**src/rtl/multicycle_control_unit_pkg.sv**
```systemverilog
// Shared types for the multi-cycle RV32I control unit.
//  fsm_state    : control FSM states (FAULT is absorbing until reset)
//  alu_ctrl     : ALU operation select
//  instr_format : immediate-generator format select
//  result_src   : writeback mux select
//  Opcode and branch funct3 constants, plus an opcode legality helper.
package multicycle_control_unit_pkg;

  typedef enum logic [2:0] {
    FETCH, DECODE, EXECUTE, MEMORY, WRITEBACK, FAULT
  } fsm_state;

  typedef enum logic [3:0] {
    SUM_OP, SUB_OP, AND_OP, OR_OP, XOR_OP, SLL_OP, SRL_OP, SRA_OP, SLT_OP, SLTU_OP
  } alu_ctrl;

  typedef enum logic [1:0] {Imm, Store, Branch, Jump} instr_format;

  typedef enum logic [1:0] {RES_ALU, RES_MEM, RES_PC4} result_src;

  localparam logic [6:0] R_TYPE = 7'b0110011;
  localparam logic [6:0] I_ALU  = 7'b0010011;
  localparam logic [6:0] LOAD   = 7'b0000011;
  localparam logic [6:0] STORE  = 7'b0100011;
  localparam logic [6:0] BRANCH = 7'b1100011;
  localparam logic [6:0] JAL    = 7'b1101111;

  localparam logic [2:0] F3_BEQ = 3'b000;
  localparam logic [2:0] F3_BNE = 3'b001;
  localparam logic [2:0] F3_BLT = 3'b100;
  localparam logic [2:0] F3_BGE = 3'b101;

  function automatic logic is_legal_opcode(input logic [6:0] op);
    case (op)
      R_TYPE, I_ALU, LOAD, STORE, BRANCH, JAL: return 1'b1;
      default:                                 return 1'b0;
    endcase
  endfunction

endpackage

```
**src/rtl/multicycle_control_unit_if.sv**
```systemverilog
// Bus between the control unit (master) and the datapath/memory side (slave).
//  Inputs to the control unit : instr, EQ, LT, mem_ready, stall
//  Outputs of the control unit: datapath enables/selects, instr_retired, fault,
//                               and state (FSM debug view).
// Memory handshake: MemRead/MemWrite act as the request (valid) and stay high
// until the memory answers with a one-cycle mem_ready; the transfer completes on
// the cycle both are high while stall is low. A mem_ready seen during stall is
// dropped and must be presented again.
interface multicycle_control_unit_if #(
  parameter int DATA_WIDTH = 32
);
  import multicycle_control_unit_pkg::*;

  logic [DATA_WIDTH-1:0] instr;
  logic                  EQ;
  logic                  LT;
  logic                  mem_ready;
  logic                  stall;

  logic                  RegWrite;
  alu_ctrl               ALUctrl;
  logic                  ALUsrc;
  instr_format           ImmSrc;
  logic                  PCsrc;
  logic                  PCwrite;
  logic                  IRwrite;
  logic                  MemRead;
  logic                  MemWrite;
  logic                  IorD;
  result_src             ResultSrc;
  logic                  instr_retired;
  logic                  fault;
  fsm_state              state;

  modport master (
    input  instr, EQ, LT, mem_ready, stall,
    output RegWrite, ALUctrl, ALUsrc, ImmSrc, PCsrc, PCwrite, IRwrite,
           MemRead, MemWrite, IorD, ResultSrc, instr_retired, fault, state
  );

  modport slave (
    output instr, EQ, LT, mem_ready, stall,
    input  RegWrite, ALUctrl, ALUsrc, ImmSrc, PCsrc, PCwrite, IRwrite,
           MemRead, MemWrite, IorD, ResultSrc, instr_retired, fault, state
  );

endinterface

```
**src/rtl/multicycle_control_unit_alu_decoder.sv**
```systemverilog
// Combinational ALU operation decoder.
//  opcode, funct3, funct7_5 (instr[30]) -> alu_op
// Branches compare by subtraction; loads, stores and jal use SUM_OP for
// address/target arithmetic.
module multicycle_control_unit_alu_decoder
  import multicycle_control_unit_pkg::*;
(
  input  logic [6:0] opcode,
  input  logic [2:0] funct3,
  input  logic       funct7_5,
  output alu_ctrl    alu_op
);

  always_comb begin
    alu_op = SUM_OP;
    case (opcode)
      BRANCH: alu_op = SUB_OP;
      R_TYPE, I_ALU: begin
        case (funct3)
          // instr[30] is part of the immediate for addi, so only R-type subtracts
          3'b000:  alu_op = (opcode == R_TYPE && funct7_5) ? SUB_OP : SUM_OP;
          3'b001:  alu_op = SLL_OP;
          3'b010:  alu_op = SLT_OP;
          3'b011:  alu_op = SLTU_OP;
          3'b100:  alu_op = XOR_OP;
          3'b101:  alu_op = funct7_5 ? SRA_OP : SRL_OP;
          3'b110:  alu_op = OR_OP;
          default: alu_op = AND_OP;
        endcase
      end
      default: alu_op = SUM_OP;
    endcase
  end

endmodule

```
**src/rtl/multicycle_control_unit.sv**
```systemverilog
// Multi-cycle FSM control unit for the RV32I core.
//  clk, rst : clock, synchronous active-high reset
//  bus      : multicycle_control_unit_if.master (instruction/flags/handshake in,
//             datapath enables, retire pulse, sticky fault and state out)
// Sequences FETCH/DECODE/EXECUTE/MEMORY/WRITEBACK. Only state, wait_cnt and
// fault are registers; every other output is decoded from them plus inputs.
module multicycle_control_unit
  import multicycle_control_unit_pkg::*;
#(
  parameter int DATA_WIDTH   = 32,
  parameter int MEM_WAIT_MAX = 8
) (
  input logic                     clk,
  input logic                     rst,
  multicycle_control_unit_if.master bus
);

  localparam int CNT_W = $clog2(MEM_WAIT_MAX + 1);

  fsm_state              state;
  logic [CNT_W-1:0]      wait_cnt;
  logic                  fault_q;

  logic [DATA_WIDTH-1:0] ir;
  logic [6:0]            opcode;
  logic [2:0]            funct3;
  alu_ctrl               dec_alu;
  logic                  mem_state;
  logic                  mem_done;
  logic                  timeout;
  logic                  taken;
  logic [CNT_W-1:0]      cnt_inc;
  logic                  unused_ir_bits;

  assign ir             = bus.instr;
  assign opcode         = ir[6:0];
  assign funct3         = ir[14:12];
  assign unused_ir_bits = ^{ir[DATA_WIDTH-1:31], ir[29:15], ir[11:7]};

  multicycle_control_unit_alu_decoder u_alu_decoder (
    .opcode   (opcode),
    .funct3   (funct3),
    .funct7_5 (ir[30]),
    .alu_op   (dec_alu)
  );

  assign mem_state = (state == FETCH) || (state == MEMORY);
  assign mem_done  = mem_state && bus.mem_ready && !bus.stall;
  assign cnt_inc   = wait_cnt + CNT_W'(1);
  // The MEM_WAIT_MAX-th waiting cycle without mem_ready is the last chance;
  // a mem_ready on that cycle still completes normally.
  assign timeout   = mem_state && !bus.mem_ready && !bus.stall &&
                     (cnt_inc == CNT_W'(MEM_WAIT_MAX));

  always_comb begin
    case (funct3)
      F3_BEQ:  taken = bus.EQ;
      F3_BNE:  taken = !bus.EQ;
      F3_BLT:  taken = bus.LT;
      F3_BGE:  taken = !bus.LT;
      default: taken = 1'b0;  // bltu/bgeu have no unsigned flag here: never taken
    endcase
  end

  always_ff @(posedge clk) begin
    if (rst) begin
      state    <= FETCH;
      wait_cnt <= '0;
      fault_q  <= 1'b0;
    end else if (!bus.stall) begin
      case (state)
        FETCH: begin
          if (bus.mem_ready)  state <= DECODE;
          else if (timeout)   state <= FAULT;
        end
        DECODE:    state <= is_legal_opcode(opcode) ? EXECUTE : FAULT;
        EXECUTE: begin
          case (opcode)
            LOAD, STORE: state <= MEMORY;
            BRANCH:      state <= FETCH;
            default:     state <= WRITEBACK;
          endcase
        end
        MEMORY: begin
          if (bus.mem_ready)  state <= (opcode == LOAD) ? WRITEBACK : FETCH;
          else if (timeout)   state <= FAULT;
        end
        WRITEBACK: state <= FETCH;
        default:   state <= FAULT;
      endcase
      // Any completion or state change restarts the wait count.
      wait_cnt <= (mem_state && !bus.mem_ready && !timeout) ? cnt_inc : '0;
      if (timeout || (state == DECODE && !is_legal_opcode(opcode))) fault_q <= 1'b1;
    end
  end

  always_comb begin
    bus.RegWrite      = 1'b0;
    bus.ALUctrl       = SUM_OP;
    bus.ALUsrc        = 1'b0;
    bus.ImmSrc        = Imm;
    bus.PCsrc         = 1'b0;
    bus.PCwrite       = 1'b0;
    bus.IRwrite       = 1'b0;
    bus.MemRead       = 1'b0;
    bus.MemWrite      = 1'b0;
    bus.IorD          = 1'b0;
    bus.ResultSrc     = RES_ALU;
    bus.instr_retired = 1'b0;
    case (state)
      FETCH: begin
        bus.MemRead = 1'b1;
        bus.IRwrite = mem_done;
        bus.PCwrite = mem_done;  // PC+4, datapath captures OldPC alongside IR
      end
      EXECUTE: begin
        bus.ALUctrl = dec_alu;
        case (opcode)
          I_ALU, LOAD: bus.ALUsrc = 1'b1;
          STORE: begin
            bus.ALUsrc = 1'b1;
            bus.ImmSrc = Store;
          end
          BRANCH: begin
            bus.ImmSrc        = Branch;
            bus.PCsrc         = taken;
            bus.PCwrite       = taken && !bus.stall;
            bus.instr_retired = !bus.stall;
          end
          JAL: begin
            bus.ALUsrc  = 1'b1;
            bus.ImmSrc  = Jump;
            bus.PCsrc   = 1'b1;
            bus.PCwrite = !bus.stall;
          end
          default: bus.ALUsrc = 1'b0;
        endcase
      end
      MEMORY: begin
        bus.IorD          = 1'b1;
        bus.MemRead       = (opcode == LOAD);
        bus.MemWrite      = (opcode == STORE) && !bus.stall;
        bus.instr_retired = mem_done && (opcode == STORE);
      end
      WRITEBACK: begin
        bus.RegWrite      = !bus.stall;
        bus.instr_retired = !bus.stall;
        if (opcode == LOAD)     bus.ResultSrc = RES_MEM;
        else if (opcode == JAL) bus.ResultSrc = RES_PC4;
        else                    bus.ResultSrc = RES_ALU;
      end
      default: ;
    endcase
  end

  assign bus.fault = fault_q;
  assign bus.state = state;

endmodule

```
**src/flat_wrapper.sv**
```systemverilog
// flat-port wrapper written by rule: the top's interface ports become plain ports
module multicycle_control_unit_flat import multicycle_control_unit_pkg::*;
#(
  parameter int DATA_WIDTH   = 32,
  parameter int MEM_WAIT_MAX = 8
)
  (clk, rst, bus_instr, bus_EQ, bus_LT, bus_mem_ready, bus_stall, bus_RegWrite, bus_ALUctrl, bus_ALUsrc, bus_ImmSrc, bus_PCsrc, bus_PCwrite, bus_IRwrite, bus_MemRead, bus_MemWrite, bus_IorD, bus_ResultSrc, bus_instr_retired, bus_fault, bus_state);
  multicycle_control_unit_if #(.DATA_WIDTH(DATA_WIDTH)) bus_i ();
  input logic clk;
  input logic rst;
  input wire logic [$bits(bus_i.instr)-1:0] bus_instr;
  input wire logic [$bits(bus_i.EQ)-1:0] bus_EQ;
  input wire logic [$bits(bus_i.LT)-1:0] bus_LT;
  input wire logic [$bits(bus_i.mem_ready)-1:0] bus_mem_ready;
  input wire logic [$bits(bus_i.stall)-1:0] bus_stall;
  output wire logic [$bits(bus_i.RegWrite)-1:0] bus_RegWrite;
  output wire logic [$bits(bus_i.ALUctrl)-1:0] bus_ALUctrl;
  output wire logic [$bits(bus_i.ALUsrc)-1:0] bus_ALUsrc;
  output wire logic [$bits(bus_i.ImmSrc)-1:0] bus_ImmSrc;
  output wire logic [$bits(bus_i.PCsrc)-1:0] bus_PCsrc;
  output wire logic [$bits(bus_i.PCwrite)-1:0] bus_PCwrite;
  output wire logic [$bits(bus_i.IRwrite)-1:0] bus_IRwrite;
  output wire logic [$bits(bus_i.MemRead)-1:0] bus_MemRead;
  output wire logic [$bits(bus_i.MemWrite)-1:0] bus_MemWrite;
  output wire logic [$bits(bus_i.IorD)-1:0] bus_IorD;
  output wire logic [$bits(bus_i.ResultSrc)-1:0] bus_ResultSrc;
  output wire logic [$bits(bus_i.instr_retired)-1:0] bus_instr_retired;
  output wire logic [$bits(bus_i.fault)-1:0] bus_fault;
  output wire logic [$bits(bus_i.state)-1:0] bus_state;
  assign bus_i.instr = bus_instr;
  assign bus_i.EQ = bus_EQ;
  assign bus_i.LT = bus_LT;
  assign bus_i.mem_ready = bus_mem_ready;
  assign bus_i.stall = bus_stall;
  assign bus_RegWrite = bus_i.RegWrite;
  assign bus_ALUctrl = bus_i.ALUctrl;
  assign bus_ALUsrc = bus_i.ALUsrc;
  assign bus_ImmSrc = bus_i.ImmSrc;
  assign bus_PCsrc = bus_i.PCsrc;
  assign bus_PCwrite = bus_i.PCwrite;
  assign bus_IRwrite = bus_i.IRwrite;
  assign bus_MemRead = bus_i.MemRead;
  assign bus_MemWrite = bus_i.MemWrite;
  assign bus_IorD = bus_i.IorD;
  assign bus_ResultSrc = bus_i.ResultSrc;
  assign bus_instr_retired = bus_i.instr_retired;
  assign bus_fault = bus_i.fault;
  assign bus_state = bus_i.state;
  multicycle_control_unit #(.DATA_WIDTH(DATA_WIDTH), .MEM_WAIT_MAX(MEM_WAIT_MAX)) u_core (.clk(clk), .rst(rst), .bus(bus_i));
endmodule
```
**config.mk**
```make
export PLATFORM = sky130hd
export DESIGN_NAME = multicycle_control_unit_flat
export DESIGN_NICKNAME = d
export VERILOG_FILES = /design/src/rtl/multicycle_control_unit_pkg.sv /design/src/rtl/multicycle_control_unit_if.sv /design/src/rtl/multicycle_control_unit_alu_decoder.sv /design/src/rtl/multicycle_control_unit.sv /design/src/flat_wrapper.sv
export SDC_FILE = /design/constraint.sdc
export NUM_CORES = 1
export LEC_CHECK = 0
export ABC_AREA = 1
export CAP_MARGIN = 10
export CORE_MARGIN = 8
export CORE_UTILIZATION = 41
export CTS_BUF_LIST = sky130_fd_sc_hd__clkbuf_4 sky130_fd_sc_hd__clkbuf_8
export CTS_CLUSTER_SIZE = 16
export DETAILED_ROUTE_END_ITERATION = 12
export PLACE_DENSITY = 0.95
export SLEW_MARGIN = 20
export SYNTH_ARGS = -nofsm -noshare
export SYNTH_HDL_FRONTEND = slang
export SYNTH_HIERARCHICAL = 1
export SYNTH_SLANG_ARGS = --single-unit
```
**constraint.sdc**
```tcl
create_clock -name clk -period 3.4 [get_ports clk]
set_input_delay 0.68 -clock clk [delete_from_list [all_inputs] [get_ports clk]]
set_output_delay 0.68 -clock clk [all_outputs]
set_load 0.01 [all_outputs]
```
==> metrics.md <==
| Metric | Value |
|---|---|
| Port Buffer Count | 37 |
| Fin area | 1390 um^2 |
| Routed Wire Length | 2510 um |
| Largest net degree at the start of global routing | 14 |
| CTS sink cnt | 8 |
| Core Footprint | between 2000 and 2500 um^2 |
| Layout overhead on the synthesized area | 47.3% |
| Horiz. Die Dim | 63.9 um |
| TritonCTS buffer count | 3 |
| Worst-Margin Slew | 0.295 ns |
| Dpl cell area | 1360 um^2 |
| Sw power | 0.0000861 W |
| Sw Share | 31.3% |
| Status | finished, final reports clean |
| Int Pwr | 0.000189 W |
| Post-synthesis simple-gate area fraction | between 50% and 60% |
| Final slew viol count | 0 |
| CP most frequent cell | nor2_1 |
| WS Path Type | input port to output pin |
| Initial antenna violation count | 0 |
| P_leak | 0.608 nW |
| Reg-to-reg endpoint | u_core/bus.state[1]$_SDFFE_PP0N_ |
| Synth Cell Area | 941 um^2 |
| Combinational power share | between 30% and 40% |
| Cell row count | 17 |
| CTS Buffer Depth | 2 |
| MaxCap Viol Count | 0 |
| RSZ-0062 raised after global routing | no |
| Antenna Cells | 0 |
| Synth Register Bits | 8 |
| Ranking of synthesized cells by area | nand2_1 (17%), dfxtp_1 (17%), nor2_1 (13%) |
| Slew HR | 80.3% |
| Vias in the first global route | 1,005 |
| Avg Inst Size Synth | 5.57 um^2 |
| Worst hold endpoint | u_core/bus.fault$_SDFFE_PP0P_ |
| Pre-CTS setup slack | 0.157 ns |
| GRT Overall Usage | between 10% and 20% |
| Hold-fix buffers at CTS | 0 |
| DRT Pass-1 Iters | 4 |
| Cells along the critical path | clkdlybuf4s50_1 -> inv_1 -> nor2_1 -> nand2_1 -> or2_1 -> nor2_1 -> nor2_1 -> o22ai_1 -> clkdlybuf4s50_1 |
| Cells after Synth | 169 |
| Post-CTS sizing | 0 |
| Adder-Cell Fraction of Synth Area | 2.66% |
| Multi-input gate area | 663 um^2 |
| Total power | about 0.00027 W |
| Seq/Total Area, Yosys | between 10% and 20% |
| Distinct cells, synth | 25 |
| Share of cells above drive strength 1 | 13.7% |
| Clk_skew | 0.00386 ns |
| Critical path capture point type | output pin |
| Most frequent cells in the layout | nand2_1 (43), clkdlybuf4s50_1 (37), nor2_1 (33), inv_1 (25), a21oi_1 (9) |
| Antenna-violating nets left | 0 |
| Hold Path Depth | 2 |
| Die area | just over 4000 um^2 |
| Final-report setup violation count | 0 |
| Synth area leader | nand2_1 |
| Min-delay worst type | register to register |
| Largest family of logic cells by synthesized area | simple AND/OR/NAND/NOR gates |
| PwrDens | 198 nW/um^2 |
| Compound-cell area share of the yosys netlist | 13.8% |
| IO Count | 59 |
| Worst setup SP type | input port |
| Reg-to-reg startpoint | u_core/wait_cnt[0]$_SDFFE_PP0N_ |
| Number of fill cells in the layout | roughly 200 |
| Share of power burned in registers | 38.4% |
| Die height | 63.9 um |
| Global-route wire length before repair | 4040 um |
| Critical Path Fanout Max | 3 |
| Clock Tree Root | clkbuf_4 |
| Post-layout nets | 253 |
| Clock Latency Late Sink | about 0.25 ns |
| FF+latch area | 160 um^2 |
| Crit path DAT | about 2.5 ns |
| Slowest CP cell | clkdlybuf4s50_1 |
| Fin crit share | a little over nine tenths |
| Worst R2R Setup Slack | 1.86 ns |
| PnR worst setup slack | approximately 0.19 ns |
| Setup TNS Final | 0 ns |
| Count of yosys warnings during synthesis | 6 |
| Crit-path max cell delay | 0.56 ns |
| Initial DRC count | just under 80 |
| Post-CTS setup buffer count | 0 |
| Clock power frac | around 25% |
| HPWL after DPL | 2150 um |
| GRT Residual Overflow | 0 |
| Fmax | roughly 310 MHz |
| Placed Cells | 236 |
| Hold Fails Final Rpt | 0 |
| Syn Nets | 209 |
| Initial Util | 42.9% |
| Via count | 1,140 |
| Peak VDD IR | 0.197 mV |
| Mux contribution to synthesized area | 0% |
| CTS H-tree lvls | 1 |
| Yosys top cell area share | around 17% |
| Vias per inst | ~4.8 |
| Hold wc startpoint | u_core/bus.fault$_SDFFE_PP0P_ |
| Final non-filler cell total | 239 |
| Placer Congestion | 0.866 |
| Commonest non-fill, non-tap cell in the layout | nand2_1 |
| Tmin final | between 3 and 4 ns |
| Worst-path clk slew | around 0.05 ns |
| R2r worst-path depth | 10 |
| CP required | 2.72 ns |
| # DRC | 0 |
| Post-synthesis xor/xnor area fraction | less than 1% |
| CTS tree | yes |
| WL/cell | ~11 um |
==> per-stage QoR <==
stage / hold slack [ns] / util [%]
global route: 0.522 / 63.3
finish: 0.470 / 63.3
floorplan: 0.462 / -
CTS: 0.481 / 63.3
detailed placement: 0.465 / 62.3
global placement: 0.450 / 62.3
==> cells in the mapped netlist <==
library cell,instances
nand4_1,1
ha_1,2
nand3_1,7
inv_1,25
inv_2,5
dfxtp_1,8
nor3_1,5
o21bai_1,1
nand2_1,43
nor2_1,33
xnor2_1,1
a21boi_4,1
a21oi_1,9
nor3b_1,1
nand2_4,2
nand2_2,5
o21ai_2,1
or2_1,1
o21ai_0,7
nor2_4,3
a21oi_2,1
o22ai_1,1
nand3_2,4
nor2_2,1
buf_2,1
==> worst max-delay path: cells and delay by family <==
kind                   cells  cell delay (ns)
AO/OA/AOI/OAI              1             0.11
buffers and inverters      3             1.19
AND/OR/NAND/NOR            5             0.57
==> state kept, by name (all words and copies together) (netlist names) <==
register and flops:
u_core/wait_cnt 4, u_core/bus.fault 1, u_core/bus.state 3
==> power groups by stage <==
stage,logic [W],registers (W),clock network [W]
after floorplan,0.0000509,0.000107,0
after global placement,0.0000980,0.000107,0
after detailed placement,0.0000996,0.000107,0
after CTS,0.000100,0.000105,0.0000737
after global routing,0.000110,0.000106,0.0000772
final,0.0000997,0.000106,0.0000695
==> area by class of cell <==
cell class / count / share of cell area, %
flip-flops and latches: 8 / 11.6
clock buffers: 3 / 1.62
repair buffers: 40 / 28.3
well taps: 28 / 2.53
inverters: 30 / 8.12
multi-input cells: 130 / 47.8
==> worst max-delay path by stage <==
| stage | startpoint | slack [ns] | endpoint |
|---|---|---|---|
| finish | bus_instr[6] | 0.19 | bus_PCwrite |
| global route | bus_instr[4] | 0.02 | bus_PCwrite |
| CTS | bus_instr[6] | 0.16 | bus_PCwrite |
| detailed placement | bus_instr[6] | 0.16 | bus_PCwrite |
| global placement | bus_instr[6] | 0.18 | bus_PCwrite |
| floorplan | bus_instr[4] | 1.21 | bus_PCwrite |
==> layer usage <==
metal	GRT usage (%)	part of all wire [%]	up-vias
met1	14.1	49	490
li1	-	-	608
met4	4.18	0.84	0
met2	18.1	41	38
met3	3.48	8.8	4
met5	0	0	-
==> logic make-up after synthesis <==
group / count (synthesis)
AOI/OAI and AO/OA: 21
xor gates and xnor gates: 1
adders and majority gates: 2
buffers and inverters: 31
DFF: 8
and+or+nand+nor: 106
Power figures use the tool's default switching activity.
